==> config.mk <==
export PLATFORM = sky130hd
export DESIGN_NAME = uart_tx_framed
export DESIGN_NICKNAME = d
export VERILOG_FILES = /design/src/rtl/uart_pkg.sv /design/src/rtl/uart_tx_fifo.sv /design/src/rtl/uart_tx_framed.sv
export SDC_FILE = /design/constraint.sdc
export NUM_CORES = 1
export LEC_CHECK = 0
export CAP_MARGIN = 10
export CORE_UTILIZATION = 49
export CTS_CLUSTER_DIAMETER = 150
export DETAILED_ROUTE_END_ITERATION = 16
export PLACE_DENSITY = 0.69
export SYNTH_ARGS = -nofsm -noshare
export SYNTH_HDL_FRONTEND = slang
export SYNTH_SLANG_ARGS = --single-unit
==> constraint.sdc <==
create_clock -name clock -period 2.9 [get_ports clock]
set_input_delay 0.87 -clock clock [delete_from_list [all_inputs] [get_ports clock]]
set_output_delay 0.87 -clock clock [all_outputs]
set_load 0.02 [all_outputs]
==> src/rtl/uart_pkg.sv <==
// Shared encodings and helpers for the framed UART transmitter.
package uart_pkg;

  typedef enum logic [2:0] {
    ST_IDLE,
    ST_START,
    ST_DATA,
    ST_PARITY,
    ST_STOP
  } state_e;

  typedef enum logic [1:0] {
    PAR_NONE     = 2'b00,
    PAR_EVEN     = 2'b01,
    PAR_ODD      = 2'b10,
    PAR_NONE_ALT = 2'b11
  } parity_e;

  localparam logic [3:0] MIN_DATA_BITS = 4'd5;

  // Saturate a requested data-field length into [MIN_DATA_BITS, max_bits].
  function automatic logic [3:0] clamp_bits(input logic [3:0] req,
                                            input logic [3:0] max_bits);
    if (req < MIN_DATA_BITS) return MIN_DATA_BITS;
    if (req > max_bits)      return max_bits;
    return req;
  endfunction

endpackage

==> src/rtl/uart_tx_fifo.sv <==
// Transmit FIFO: power-of-two depth, extra pointer bit distinguishes full from empty.
module uart_tx_fifo #(
  parameter int unsigned WIDTH = 9,
  parameter int unsigned DEPTH = 4
) (
  input  logic             clk_i,
  input  logic             rst_i,
  input  logic             wr_en_i,
  input  logic [WIDTH-1:0] wr_data_i,
  input  logic             rd_en_i,
  output logic [WIDTH-1:0] rd_data_o,
  output logic             full_o,
  output logic             empty_o
);

  localparam int unsigned AW = $clog2(DEPTH);

  logic [AW:0]      wr_ptr_q, wr_ptr_d;
  logic [AW:0]      rd_ptr_q, rd_ptr_d;
  logic [WIDTH-1:0] mem_q [DEPTH];
  logic             push, pop;

  assign full_o    = (wr_ptr_q[AW] != rd_ptr_q[AW]) &&
                     (wr_ptr_q[AW-1:0] == rd_ptr_q[AW-1:0]);
  assign empty_o   = (wr_ptr_q == rd_ptr_q);
  assign push      = wr_en_i && !full_o;
  assign pop       = rd_en_i && !empty_o;
  assign rd_data_o = mem_q[rd_ptr_q[AW-1:0]];

  always_comb begin
    wr_ptr_d = wr_ptr_q;
    rd_ptr_d = rd_ptr_q;
    if (push) wr_ptr_d = wr_ptr_q + (AW+1)'(1);
    if (pop)  rd_ptr_d = rd_ptr_q + (AW+1)'(1);
  end

  always_ff @(posedge clk_i or posedge rst_i) begin
    if (rst_i) begin
      wr_ptr_q <= '0;
      rd_ptr_q <= '0;
    end else begin
      wr_ptr_q <= wr_ptr_d;
      rd_ptr_q <= rd_ptr_d;
    end
  end

  always_ff @(posedge clk_i) begin
    if (push) mem_q[wr_ptr_q[AW-1:0]] <= wr_data_i;
  end

endmodule

==> src/rtl/uart_tx_framed.sv <==
// Framed UART transmitter: FIFO-fed, per-frame latched divisor/length/parity/stop config.
module uart_tx_framed
  import uart_pkg::*;
#(
  parameter int unsigned DIV_W      = 16,
  parameter int unsigned FIFO_DEPTH = 4,
  parameter int unsigned MAX_BITS   = 9
) (
  input  logic                clock,
  input  logic                reset,
  input  logic [MAX_BITS-1:0] writedata,
  input  logic                enable,
  output logic                ready,
  input  logic [DIV_W-1:0]    divisor,
  input  logic [3:0]          data_bits,
  input  logic [1:0]          parity_mode,
  input  logic                two_stop,
  output logic                done,
  output logic                idle,
  output logic                tx
);

  state_e              state_q, state_d;
  logic [DIV_W-1:0]    cnt_q, cnt_d;
  logic [DIV_W-1:0]    div_q, div_d;
  logic [3:0]          idx_q, idx_d;
  logic [3:0]          nbits_q, nbits_d;
  logic                stop_q, stop_d;
  logic [MAX_BITS-1:0] shift_q, shift_d;
  parity_e             pmode_q, pmode_d;
  logic                two_q, two_d;
  logic                par_q, par_d;
  logic                tx_q, tx_d;
  logic                done_q, done_d;

  logic                load;
  logic                bit_end;
  logic                par_en;
  logic                fifo_full, fifo_empty;
  logic [MAX_BITS-1:0] fifo_rdata;
  logic [3:0]          nbits_new;
  logic [MAX_BITS-1:0] mask_new;

  uart_tx_fifo #(
    .WIDTH (MAX_BITS),
    .DEPTH (FIFO_DEPTH)
  ) u_fifo (
    .clk_i     (clock),
    .rst_i     (reset),
    .wr_en_i   (enable),
    .wr_data_i (writedata),
    .rd_en_i   (load),
    .rd_data_o (fifo_rdata),
    .full_o    (fifo_full),
    .empty_o   (fifo_empty)
  );

  assign bit_end   = (cnt_q == div_q);
  assign par_en    = (pmode_q == PAR_EVEN) || (pmode_q == PAR_ODD);
  assign nbits_new = clamp_bits(data_bits, 4'(MAX_BITS));

  // Parity is fixed at load time over only the bits that will be sent.
  always_comb begin
    mask_new = '0;
    for (int unsigned i = 0; i < MAX_BITS; i++) begin
      mask_new[i] = (i < 32'(nbits_new));
    end
  end

  always_ff @(posedge clock or posedge reset) begin
    if (reset) begin
      state_q <= ST_IDLE;
      cnt_q   <= '0;
      div_q   <= '0;
      idx_q   <= '0;
      nbits_q <= MIN_DATA_BITS;
      stop_q  <= 1'b0;
      shift_q <= '0;
      pmode_q <= PAR_NONE;
      two_q   <= 1'b0;
      par_q   <= 1'b0;
      tx_q    <= 1'b1;
      done_q  <= 1'b0;
    end else begin
      state_q <= state_d;
      cnt_q   <= cnt_d;
      div_q   <= div_d;
      idx_q   <= idx_d;
      nbits_q <= nbits_d;
      stop_q  <= stop_d;
      shift_q <= shift_d;
      pmode_q <= pmode_d;
      two_q   <= two_d;
      par_q   <= par_d;
      tx_q    <= tx_d;
      done_q  <= done_d;
    end
  end

  always_comb begin
    state_d = state_q;
    cnt_d   = cnt_q;
    div_d   = div_q;
    idx_d   = idx_q;
    nbits_d = nbits_q;
    stop_d  = stop_q;
    shift_d = shift_q;
    pmode_d = pmode_q;
    two_d   = two_q;
    par_d   = par_q;
    load    = 1'b0;
    unique case (state_q)
      ST_IDLE: load = !fifo_empty;
      ST_START: begin
        if (bit_end) begin
          state_d = ST_DATA;
          cnt_d   = '0;
        end else cnt_d = cnt_q + DIV_W'(1);
      end
      ST_DATA: begin
        if (bit_end) begin
          cnt_d   = '0;
          shift_d = shift_q >> 1;
          if (idx_q == nbits_q - 4'd1) begin
            state_d = par_en ? ST_PARITY : ST_STOP;
            stop_d  = 1'b0;
          end else idx_d = idx_q + 4'd1;
        end else cnt_d = cnt_q + DIV_W'(1);
      end
      ST_PARITY: begin
        if (bit_end) begin
          cnt_d   = '0;
          state_d = ST_STOP;
          stop_d  = 1'b0;
        end else cnt_d = cnt_q + DIV_W'(1);
      end
      ST_STOP: begin
        if (bit_end) begin
          cnt_d = '0;
          if (two_q && !stop_q) stop_d = 1'b1;
          else if (!fifo_empty) load = 1'b1;
          else state_d = ST_IDLE;
        end else cnt_d = cnt_q + DIV_W'(1);
      end
      default: state_d = ST_IDLE;
    endcase
    // Frame end with data waiting reloads directly into START, no idle gap.
    if (load) begin
      state_d = ST_START;
      cnt_d   = '0;
      idx_d   = '0;
      stop_d  = 1'b0;
      div_d   = divisor;
      nbits_d = nbits_new;
      pmode_d = parity_e'(parity_mode);
      two_d   = two_stop;
      shift_d = fifo_rdata;
      par_d   = (^(fifo_rdata & mask_new)) ^ (parity_e'(parity_mode) == PAR_ODD);
    end
  end

  // Line outputs are registered, adding one cycle of pop-to-line latency.
  always_comb begin
    tx_d   = 1'b1;
    done_d = 1'b0;
    unique case (state_q)
      ST_START:  tx_d = 1'b0;
      ST_DATA:   tx_d = shift_q[0];
      ST_PARITY: tx_d = par_q;
      ST_STOP: begin
        tx_d   = 1'b1;
        done_d = bit_end && (!two_q || stop_q);
      end
      default: tx_d = 1'b1;
    endcase
  end

  assign tx    = tx_q;
  assign done  = done_q;
  assign ready = !fifo_full;
  assign idle  = fifo_empty && (state_q == ST_IDLE) && !done_q;

endmodule

== Word level (Yosys, flattened, before mapping) ==
Memories as Yosys holds them, arrays and structs flattened.
Index checks and enable logic that the tools add are counted.
W data, S select, Z words.

* Add/subtract/negate cells: 5
* Magnitude comparators: 11
* Eq/ne operators: 22
* Muxes and demuxes: 42
* Bitwise gates (word level): 2
* Reductions and logical operators: 25

{| class="wikitable"
|+ Operator list
! cell !! number
|-
| $mux W16 || 3
|-
| $mux W4 || 8
|-
| $mux W3 || 9
|-
| $mux W9 || 3
|-
| $ne A3 B2 Y1 const B || 8
|-
| $add A16 B1 Y16 const B || 1
|-
| $eq A16 B16 Y1 || 1
|-
| $lt A3 B4 Y1 const A || 4
|-
| $mux W1 || 15
|-
| $pmux W3 S5 || 1
|-
| $and A9 B9 Y9 || 1
|-
| $reduce_xor A9 Y1 || 1
|-
| $lt A1 B4 Y1 const A || 2
|-
| $lt A2 B4 Y1 const A || 2
|-
| $reduce_and A8 Y1 || 1
|-
| $logic_and A1 B1 Y1 || 7
|-
| $add A3 B1 Y3 const B || 2
|-
| $eq A3 B2 Y1 const B || 2
|-
| $pmux W1 S3 || 2
|-
| $reduce_and A6 Y1 || 1
|-
| $reduce_bool A2 Y1 || 3
|-
| $logic_not A1 Y1 || 5
|-
| $add A4 B1 Y4 const B || 1
|-
| $eq A2 B2 Y1 const B || 2
|-
| other kinds (20) || 22
|}

* Flip-flop bits (word level): 65
* Bits in writable memories: 36
* Bits of input ports: 35
* Output and inout bits: 4
* Logic and storage cells: 122
* Memories kept: 1

{| class="wikitable"
|+ Memories
! memory !! words !! width !! rd ports !! clocked after memory_dff !! wr ports !! line !! text
|-
| u_fifo.mem_q || 4 || 9 || 1 || 0 || 1 || uart_tx_fifo.sv:20 || <nowiki>logic [WIDTH-1:0] mem_q [DEPTH];</nowiki>
|}

== Logic depth before layout (Yosys ltp) ==
Gate-level depths: netlist of the first run.

* Word-level depth: 9
* Gate-level depth with buffers: 8
* Depth with buffers taken out: 8

== Cells and area by module ==
From an unflattened synthesis of the first run, not the netlist that was laid out.

* Cells, all modules: 392
* Area total of the unflattened synthesis: 4,921.0 µm²

{| class="wikitable"
|+ Modules (own cells, without submodules)
! module !! instances !! cells each !! area each (µm²)
|-
| uart_tx_framed || 1 || 295 || 3,135.5
|-
| uart_tx_fifo || 1 || 97 || 1,785.5
|}

== Worst setup path before layout of the first run ==
OpenSTA, ideal clock, no wires.

* Kind: register to output
* Start: reg state_q[1]
* End: out idle
* Data arrival time: 1.589 ns
* Data required time: 2.030 ns
* Path slack: 0.441 ns
* Stages on the path, launching flop included: 5
* Path through: dfrtp_1 -> buf_6 -> or3_1 -> or4_4 -> nor2_1

* Word-level cells in the longest chain between the ends: 3

{| class="wikitable"
|+ RTL lines
! item !! line !! text
|-
| from (decl) || uart_tx_framed.sv:23 || <nowiki>state_e state_q, state_d;</nowiki>
|-
| from (signal assigned) || uart_tx_framed.sv:85 || <nowiki>state_q <= state_d;</nowiki>
|-
| $logic_not A3 Y1 || uart_tx_framed.sv:181 || <nowiki>assign idle = fifo_empty && (state_q == ST_IDLE) && !done_q;</nowiki>
|-
| $logic_and A1 B1 Y1 (2 in a row) || uart_tx_framed.sv:181 ||
|-
| to (decl) || uart_tx_framed.sv:19 || <nowiki>output logic idle,</nowiki>
|}

No other way between the ends.

== Final worst setup path of the first run ==
* Start: reg state_q[2]
* End: out idle

Same word-level chain as after synthesis.

==> run summary, run 1 <==
RUN STATUS
----------------------------------------------------------------------------------------
Outcome                                                                     complete, no violations

ROUTING
----------------------------------------------------------------------------------------
Avg Vias per Cell                                                                   5.24
Via total after detailed routing                                                    2898
Number of iterations in the first detailed-routing pass                                4
Remaining DRCs                                                                         0
Antenna-violating nets left                                                            0
Drt first-iter violations                                                            139
Routed WL                                                                        8.41 mm
Avg WL per Cell                                                                  15.2 um

CLOCK TREE
----------------------------------------------------------------------------------------
Clock slew at the register clock pins of the worst setup and hold paths           100 ps
CTS hold repair buffers                                                                0
Number of H-tree levels                                                                3
Root buffer cell                                                            sky130_fd_sc_hd__clkbuf_8
Clock network latency to the later pin of the worst-skew pair                     370 ps
Number of buffers on the longest clock path                                            2
Number of CTS-inserted buffers                                                         9
Number of clock sinks                                                                101
Clock tree from TritonCTS                                                            yes

FINISH
----------------------------------------------------------------------------------------
Antenna Cells                                                                          0
Post-layout nets                                                                     462
P&R area growth vs syn                                                             15.4%
Post-layout util                                                                   0.592
Fraction of layout cells with a size suffix above 1                                0.134

LOGIC SYNTHESIS
----------------------------------------------------------------------------------------
Proportion of synthesized flip-flops having asynchronous set or reset              0.644
Count of synthesis-stage warnings from yosys                                           0
Post-Syn Area per Cell                                                         12.9 um^2
Number of unique standard cell types used by synthesis                                53
Net Count, Synth                                                                     416
Leading cell types by total area after synthesis                            sky130_fd_sc_hd__dfrtp_1 (32%), sky130_fd_sc_hd__edfxtp_1 (22%), sky130_fd_sc_hd__xnor2_1 (6.9%), sky130_fd_sc_hd__mux4_2 (4.2%), sky130_fd_sc_hd__mux2_1 (3.5%)
Most used flip-flop cell after synthesis                                    sky130_fd_sc_hd__dfrtp_1
Number of synthesized register bits                                                  101
Netlist area before placement                                                  4810 um^2
Seq/Total Area, Yosys                                                              0.564
Gate count of the mapped netlist                                                     373
Area share of the leading cell type in the synthesized netlist                     0.323
Post-synth EDFFs                                                                      36
Yosys top cell by area                                                      sky130_fd_sc_hd__dfrtp_1

FLOORPLANNING
----------------------------------------------------------------------------------------
Die Footprint                                                                 10200 um^2
Effective utilization at floorplan                                                 0.513
Number of I/O pins                                                                    39
Chip height                                                                       101 um
Core Rows                                                                             35
Std-Cell Core Area                                                             9370 um^2
DIE WIDTH                                                                         101 um

GLOBAL ROUTE
----------------------------------------------------------------------------------------
Peak-usage layer in the global routing report                                       met2
Via count of the first global-routing pass                                          3011
GR Util met2                                                                       0.284
Largest net degree at the start of global routing                                     42
Antenna violations before repair                                                       0
Met1 routing resource usage after global routing                                   0.265
Met3 usage in global routing                                                      0.0395
Remaining global-route overflow                                                        0
GRT Total Usage                                                                    0.184
First-pass GRT wire length                                                       14.4 mm

TIMING
----------------------------------------------------------------------------------------
Minimum clock period                                                             2740 ps
Normalized max-slew margin                                                         0.322
Final number of hold-violating endpoints                                               0
Hold WS                                                                           498 ps
Final worst-path cycle share                                                       0.946
Actual slew at the worst max-slew pin                                            1010 ps
Count of final setup violators                                                         0
Max Transition Viols Final                                                             0
Layout Skew                                                                      18.4 ps
Fmax                                                                           0.364 GHz
Final Worst Setup Slack                                                           156 ps
Setup TNS                                                                           0 ps
Setup repair after global routing missed its margin                                false

CRITICAL PATH
----------------------------------------------------------------------------------------
CP Launch Type                                                                  register
WS Path Type                                                                  reg -> out
Dominant delay contributor by cell family on the critical path              simple AND/OR/NAND/NOR gates
Critical path arrival                                                            1870 ps
Crit path required time                                                          2030 ps
Critical path endpoint category                                               output pin
Cell Chain, Critical Path                                                   or3_1, or4_4, nor2_1, clkbuf_2
Slowest cell on crit path                                                   sky130_fd_sc_hd__or4_4
Largest driver fanout on the critical path                                             3
Crit path buffers/inverters                                                            1
Worst path max stage delay                                                        450 ps

POWER
----------------------------------------------------------------------------------------
Switching share of power                                                           0.377
Final Total Pwr                                                                0.00557 W
Sequential group share of total power                                              0.395
Power density relative to cell area                                         1000 nW/um^2
Clock network power share                                                          0.166
Internal portion of total power                                                0.00347 W
Switching pwr                                                                  0.00210 W
LEAKAGE                                                                          2.24 nW
IR drop worst, VDD                                                            0.000455 V
Share of power burned in combinational logic                                       0.439

RUN
----------------------------------------------------------------------------------------
Max capacitance violation total                                                        0

PLACE
----------------------------------------------------------------------------------------
Number of buffers inserted by port buffering                                          38
Worst slack after detailed placement                                              116 ps
Total half-perimeter wirelength after legalization and detailed placement        5.97 mm
Weighted congestion at the end of routability-driven global placement              0.797

MIN PATH
----------------------------------------------------------------------------------------
Tightest Hold Check Type                                                      reg -> reg

-- through the flow --
step / instance area (um^2) / std cells
after floorplan: 4810 / 373
after global placement: 5340 / 537
after detailed placement: 5340 / 537
after CTS: 5550 / 553
after global routing: 5550 / 553
final: 5550 / 553
-- final cells by class --
cell class / count / area [um^2]
Clock inverter: 7 / 91.3
Tap cell: 129 / 161
Multi-Input combinational cell: 249 / 1970
Clock buffer: 9 / 124
Timing Repair Buffer: 48 / 449
Sequential cell: 101 / 2710
Fill cell: 799 / 3820
Inverter: 10 / 37.5
-- power by group through the flow --
stage / Combinational (W) / Clock (W) / Sequential [W]
floorplan: 0.00199 / 0 / 0.00217
global placement: 0.00245 / 0 / 0.00221
detailed placement: 0.00249 / 0 / 0.00223
CTS: 0.00249 / 0.000956 / 0.00220
global route: 0.00272 / 0.000998 / 0.00225
finish: 0.00245 / 0.000923 / 0.00220
-- per-layer routing --
| layer | routed length, um | share of wire |
|---|---|---|
| met1 | 4330 | 0.51 |
| met2 | 3770 | 0.45 |
| met3 | 236 | 0.028 |
| met4 | 68 | 0.0081 |
| met5 | 0 | 0 |
-- registers in the layout, summed over array words and instances (netlist names) --
| signal | flops |
|---|---|
| shift_q | 9 |
| cnt_q | 16 |
| u_fifo.mem_q | 36 |
| u_fifo.rd_ptr_q | 3 |
| par_q | 1 |
| u_fifo.wr_ptr_q | 3 |
| idx_q | 4 |
| div_q | 16 |
| done | 1 |
| tx | 1 |
| pmode_q | 2 |
| stop_q | 1 |
| nbits_q | 4 |
| state_q | 3 |
| two_q | 1 |
-- cells by family after synthesis --
group | synth area share
muxes | 0.115
adders and majority gates | 0.0208
xor gates and xnor gates | 0.104
and+or+nand+nor | 0.119
DFF | 0.564
buffers and inverters | 0.0258
AOI/OAI and AO/OA | 0.0520
-- Yosys cell counts (all sizes together) (3+ instances only) --
cell type / instances
mux2i: 9
clkbuf: 5
mux2: 23
xnor2: 38
dfstp: 3
mux4: 9
buf: 8
nor3b: 3
and3: 9
nor2b: 3
nand2b: 3
nand2: 14
a21oi: 10
nand3: 10
xor2: 19
dfrtp: 62
inv: 10
nand4: 9
o21ai: 10
ha: 8
nor3: 9
edfxtp: 36
nor2: 32
or2: 3
-- cell usage in the layout, fill, tap and decap left out, types with 7 or more instances in the layout --
cell type,n
sky130_fd_sc_hd__a21oi_1,10
sky130_fd_sc_hd__and3_1,9
sky130_fd_sc_hd__buf_4,10
sky130_fd_sc_hd__clkbuf_8,9
sky130_fd_sc_hd__clkdlybuf4s50_1,36
sky130_fd_sc_hd__dfrtp_1,62
sky130_fd_sc_hd__edfxtp_1,36
sky130_fd_sc_hd__ha_1,8
sky130_fd_sc_hd__inv_1,9
sky130_fd_sc_hd__mux2_1,15
sky130_fd_sc_hd__mux2_2,8
sky130_fd_sc_hd__mux2i_1,9
sky130_fd_sc_hd__mux4_2,9
sky130_fd_sc_hd__nand2_1,13
sky130_fd_sc_hd__nand3_1,10
sky130_fd_sc_hd__nand4_1,9
sky130_fd_sc_hd__nor2_1,31
sky130_fd_sc_hd__nor3_1,9
sky130_fd_sc_hd__o21ai_0,7
sky130_fd_sc_hd__xnor2_1,38
sky130_fd_sc_hd__xor2_1,19
-- final timing paths --
path                       slack (ps)                             end                      startpoint  cells past startpoint
hold / removal                    500  u_fifo.wr_ptr_q[2]$_DFFE_PP0P_  u_fifo.wr_ptr_q[2]$_DFFE_PP0P_                      1
min in group asynchronous         860          shift_q[0]$_DFFE_PP0P_                           reset                      3
max in group asynchronous        1600                    tx$_DFF_PP1_                           reset                      3
setup reg to reg                  290            div_q[7]$_DFFE_PP0P_           cnt_q[10]$_DFFE_PP0P_                      6
hold reg to reg                   500  u_fifo.wr_ptr_q[2]$_DFFE_PP0P_  u_fifo.wr_ptr_q[2]$_DFFE_PP0P_                      1
setup / recovery                  160                            idle          state_q[2]$_DFFE_PP0P_                      4
-- repair_timing --
action / 4_1_cts / 5_1_grt
buffers inserted: 0 / 0
resized for setup: 3 / 1
setup endpoints to repair: 2 / 1
Note: power is estimated with default switching activity, not from simulation.
==> inputs of run 2 (changes only) <==
CTS_BUF_LIST = sky130_fd_sc_hd__clkbuf_16   (was unset)
==> run summary, run 2 (same netlist as run 1, synthesis figures left out) <==
GLOBAL ROUTE
----------------------------------------------------------------------------------------
Via count of the first global-routing pass                                          3037
Largest net degree at the start of global routing                                     42
Remaining global-route overflow                                                        0
First-pass GRT wire length                                                       14.6 mm
Antenna violations before repair                                                       0
GRT Total Usage                                                                    0.187

TIMING
----------------------------------------------------------------------------------------
Max Transition Viols Final                                                             0
Fmax                                                                           0.367 GHz
Hold WS                                                                           498 ps
Setup repair after global routing missed its margin                                false
Actual slew at the worst max-slew pin                                            1060 ps
Minimum clock period                                                             2730 ps
Count of final setup violators                                                         0
Final number of hold-violating endpoints                                               0
Final worst-path cycle share                                                       0.941
Setup TNS                                                                           0 ps
Normalized max-slew margin                                                         0.286
Layout Skew                                                                      13.2 ps

FLOORPLANNING
----------------------------------------------------------------------------------------
Std-Cell Core Area                                                             9370 um^2
DIE WIDTH                                                                         101 um
Die Footprint                                                                 10200 um^2
Number of I/O pins                                                                    39
Core Rows                                                                             35
Effective utilization at floorplan                                                 0.513
Chip height                                                                       101 um

ROUTING
----------------------------------------------------------------------------------------
Routed WL                                                                        8.57 mm
Number of iterations in the first detailed-routing pass                                4
Via total after detailed routing                                                    2920
Antenna-violating nets left                                                            0
Avg Vias per Cell                                                                   5.28
Avg WL per Cell                                                                  15.5 um
Remaining DRCs                                                                         0
Drt first-iter violations                                                            100

POWER
----------------------------------------------------------------------------------------
IR drop worst, VDD                                                            0.000484 V
Power density relative to cell area                                         1040 nW/um^2
LEAKAGE                                                                          2.29 nW
Final Total Pwr                                                                0.00591 W

FINISH
----------------------------------------------------------------------------------------
P&R area growth vs syn                                                             17.9%
Post-layout util                                                                   0.605
Area of all placed cells without fillers                                       5670 um^2
Antenna Cells                                                                          0
Commonest non-fill, non-tap cells in the layout                             sky130_fd_sc_hd__dfrtp_1 (62), sky130_fd_sc_hd__xnor2_1 (38), sky130_fd_sc_hd__clkdlybuf4s50_1 (36), sky130_fd_sc_hd__edfxtp_1 (36), sky130_fd_sc_hd__nor2_1 (31)
Most common cell after layout, fill and taps aside                          sky130_fd_sc_hd__dfrtp_1
Fraction of layout cells with a size suffix above 1                                0.139
Post-layout nets                                                                     462
Max FFs per register                                                                  36

PLACE
----------------------------------------------------------------------------------------
Total half-perimeter wirelength after legalization and detailed placement        5.97 mm
Number of buffers inserted by port buffering                                          38
Weighted congestion at the end of routability-driven global placement              0.797
Placed cell area                                                               5340 um^2

CLOCK TREE
----------------------------------------------------------------------------------------
Number of buffers on the longest clock path                                            2
Root buffer cell                                                            sky130_fd_sc_hd__clkbuf_16
Clock slew at the register clock pins of the worst setup and hold paths            70 ps
Clock tree from TritonCTS                                                            yes
Clock network latency to the later pin of the worst-skew pair                     350 ps
Number of CTS-inserted buffers                                                         9
Number of H-tree levels                                                                3
Number of clock sinks                                                                101

CRITICAL PATH
----------------------------------------------------------------------------------------
Crit path required time                                                          2030 ps
Critical path endpoint category                                               output pin
Flop-to-flop setup slack                                                          250 ps
WS Path Type                                                                  reg -> out
Largest driver fanout on the critical path                                             3
Critical path arrival                                                            1860 ps
CP Launch Type                                                                  register

RUN STATUS
----------------------------------------------------------------------------------------
Outcome                                                                     complete, no violations

MIN PATH
----------------------------------------------------------------------------------------
Tightest Hold Check Type                                                      reg -> reg

RUN
----------------------------------------------------------------------------------------
Max capacitance violation total                                                        0

==> run 2: changes by cell type in the layout (fill, tap and decap cells not counted), sizes merged <==
cell / change
dlymetal6s2s: +1
dlygate4sd2: -1
==> run 2: final timing paths <==
check	from	end	cells past startpoint
setup / recovery	state_q[2]$_DFFE_PP0P_	idle	4
hold / removal	u_fifo.rd_ptr_q[2]$_DFFE_PP0P_	u_fifo.rd_ptr_q[2]$_DFFE_PP0P_	1
setup reg to reg	cnt_q[10]$_DFFE_PP0P_	cnt_q[13]$_DFFE_PP0P_	6
hold reg to reg	u_fifo.rd_ptr_q[2]$_DFFE_PP0P_	u_fifo.rd_ptr_q[2]$_DFFE_PP0P_	1
max in group asynchronous	reset	cnt_q[6]$_DFFE_PP0P_	3
min in group asynchronous	reset	shift_q[0]$_DFFE_PP0P_	3
==> run 2: cell type report <==
type	instances	area [um^2]
Clock buffer	9	225
Inverter	10	37.5
Timing Repair Buffer	48	453
Tap cell	129	161
Sequential cell	101	2710
Clock inverter	7	91.3
Fill cell	789	3700
Multi-Input combinational cell	249	1990
==> run 2: layer usage <==
| layer | track usage | wire length (um) | vias to the layer above |
|---|---|---|---|
| li1 | - | - | 1438 |
| met1 | 0.263 | 4350 | 1432 |
| met2 | 0.291 | 3920 | 45 |
| met3 | 0.0416 | 227 | 5 |
| met4 | 0.0569 | 76 | 0 |
| met5 | 0 | 0 | - |
==> run 2: repair_timing <==
item                       4_1_cts  5_1_grt
buffers inserted                 0        0
resized for setup                1        5
hold buffers                     0        0
setup endpoints to repair        1        2
==> run 2: through the flow <==
step	worst slack, ps	std cells
6_report	173	553
2_1_floorplan	409	373
3_5_place_dp	116	537
3_3_place_gp	121	537
5_1_grt	47.7	553
4_1_cts	3.56	553
==> run 2: where the power goes <==
part / internal (W) / total [W] / switching, W
logic: 0.00118 / 0.00247 / 0.00130
clock network: 0.000630 / 0.00122 / 0.000593
registers: 0.00195 / 0.00221 / 0.000262
==> run 2: critical path: stages (launching register included) <==
cell and delay (ps):
sky130_fd_sc_hd__dfrtp_1 380, sky130_fd_sc_hd__or3_1 420, sky130_fd_sc_hd__or4_4 450, sky130_fd_sc_hd__nor2_1 100
sky130_fd_sc_hd__clkbuf_2 170
==> inputs of run 3 (changes only) <==
TNS_END_PERCENT = 20   (was unset)
==> results of run 3 <==
Final layout, timing and power as in run 2 (identical DEF).
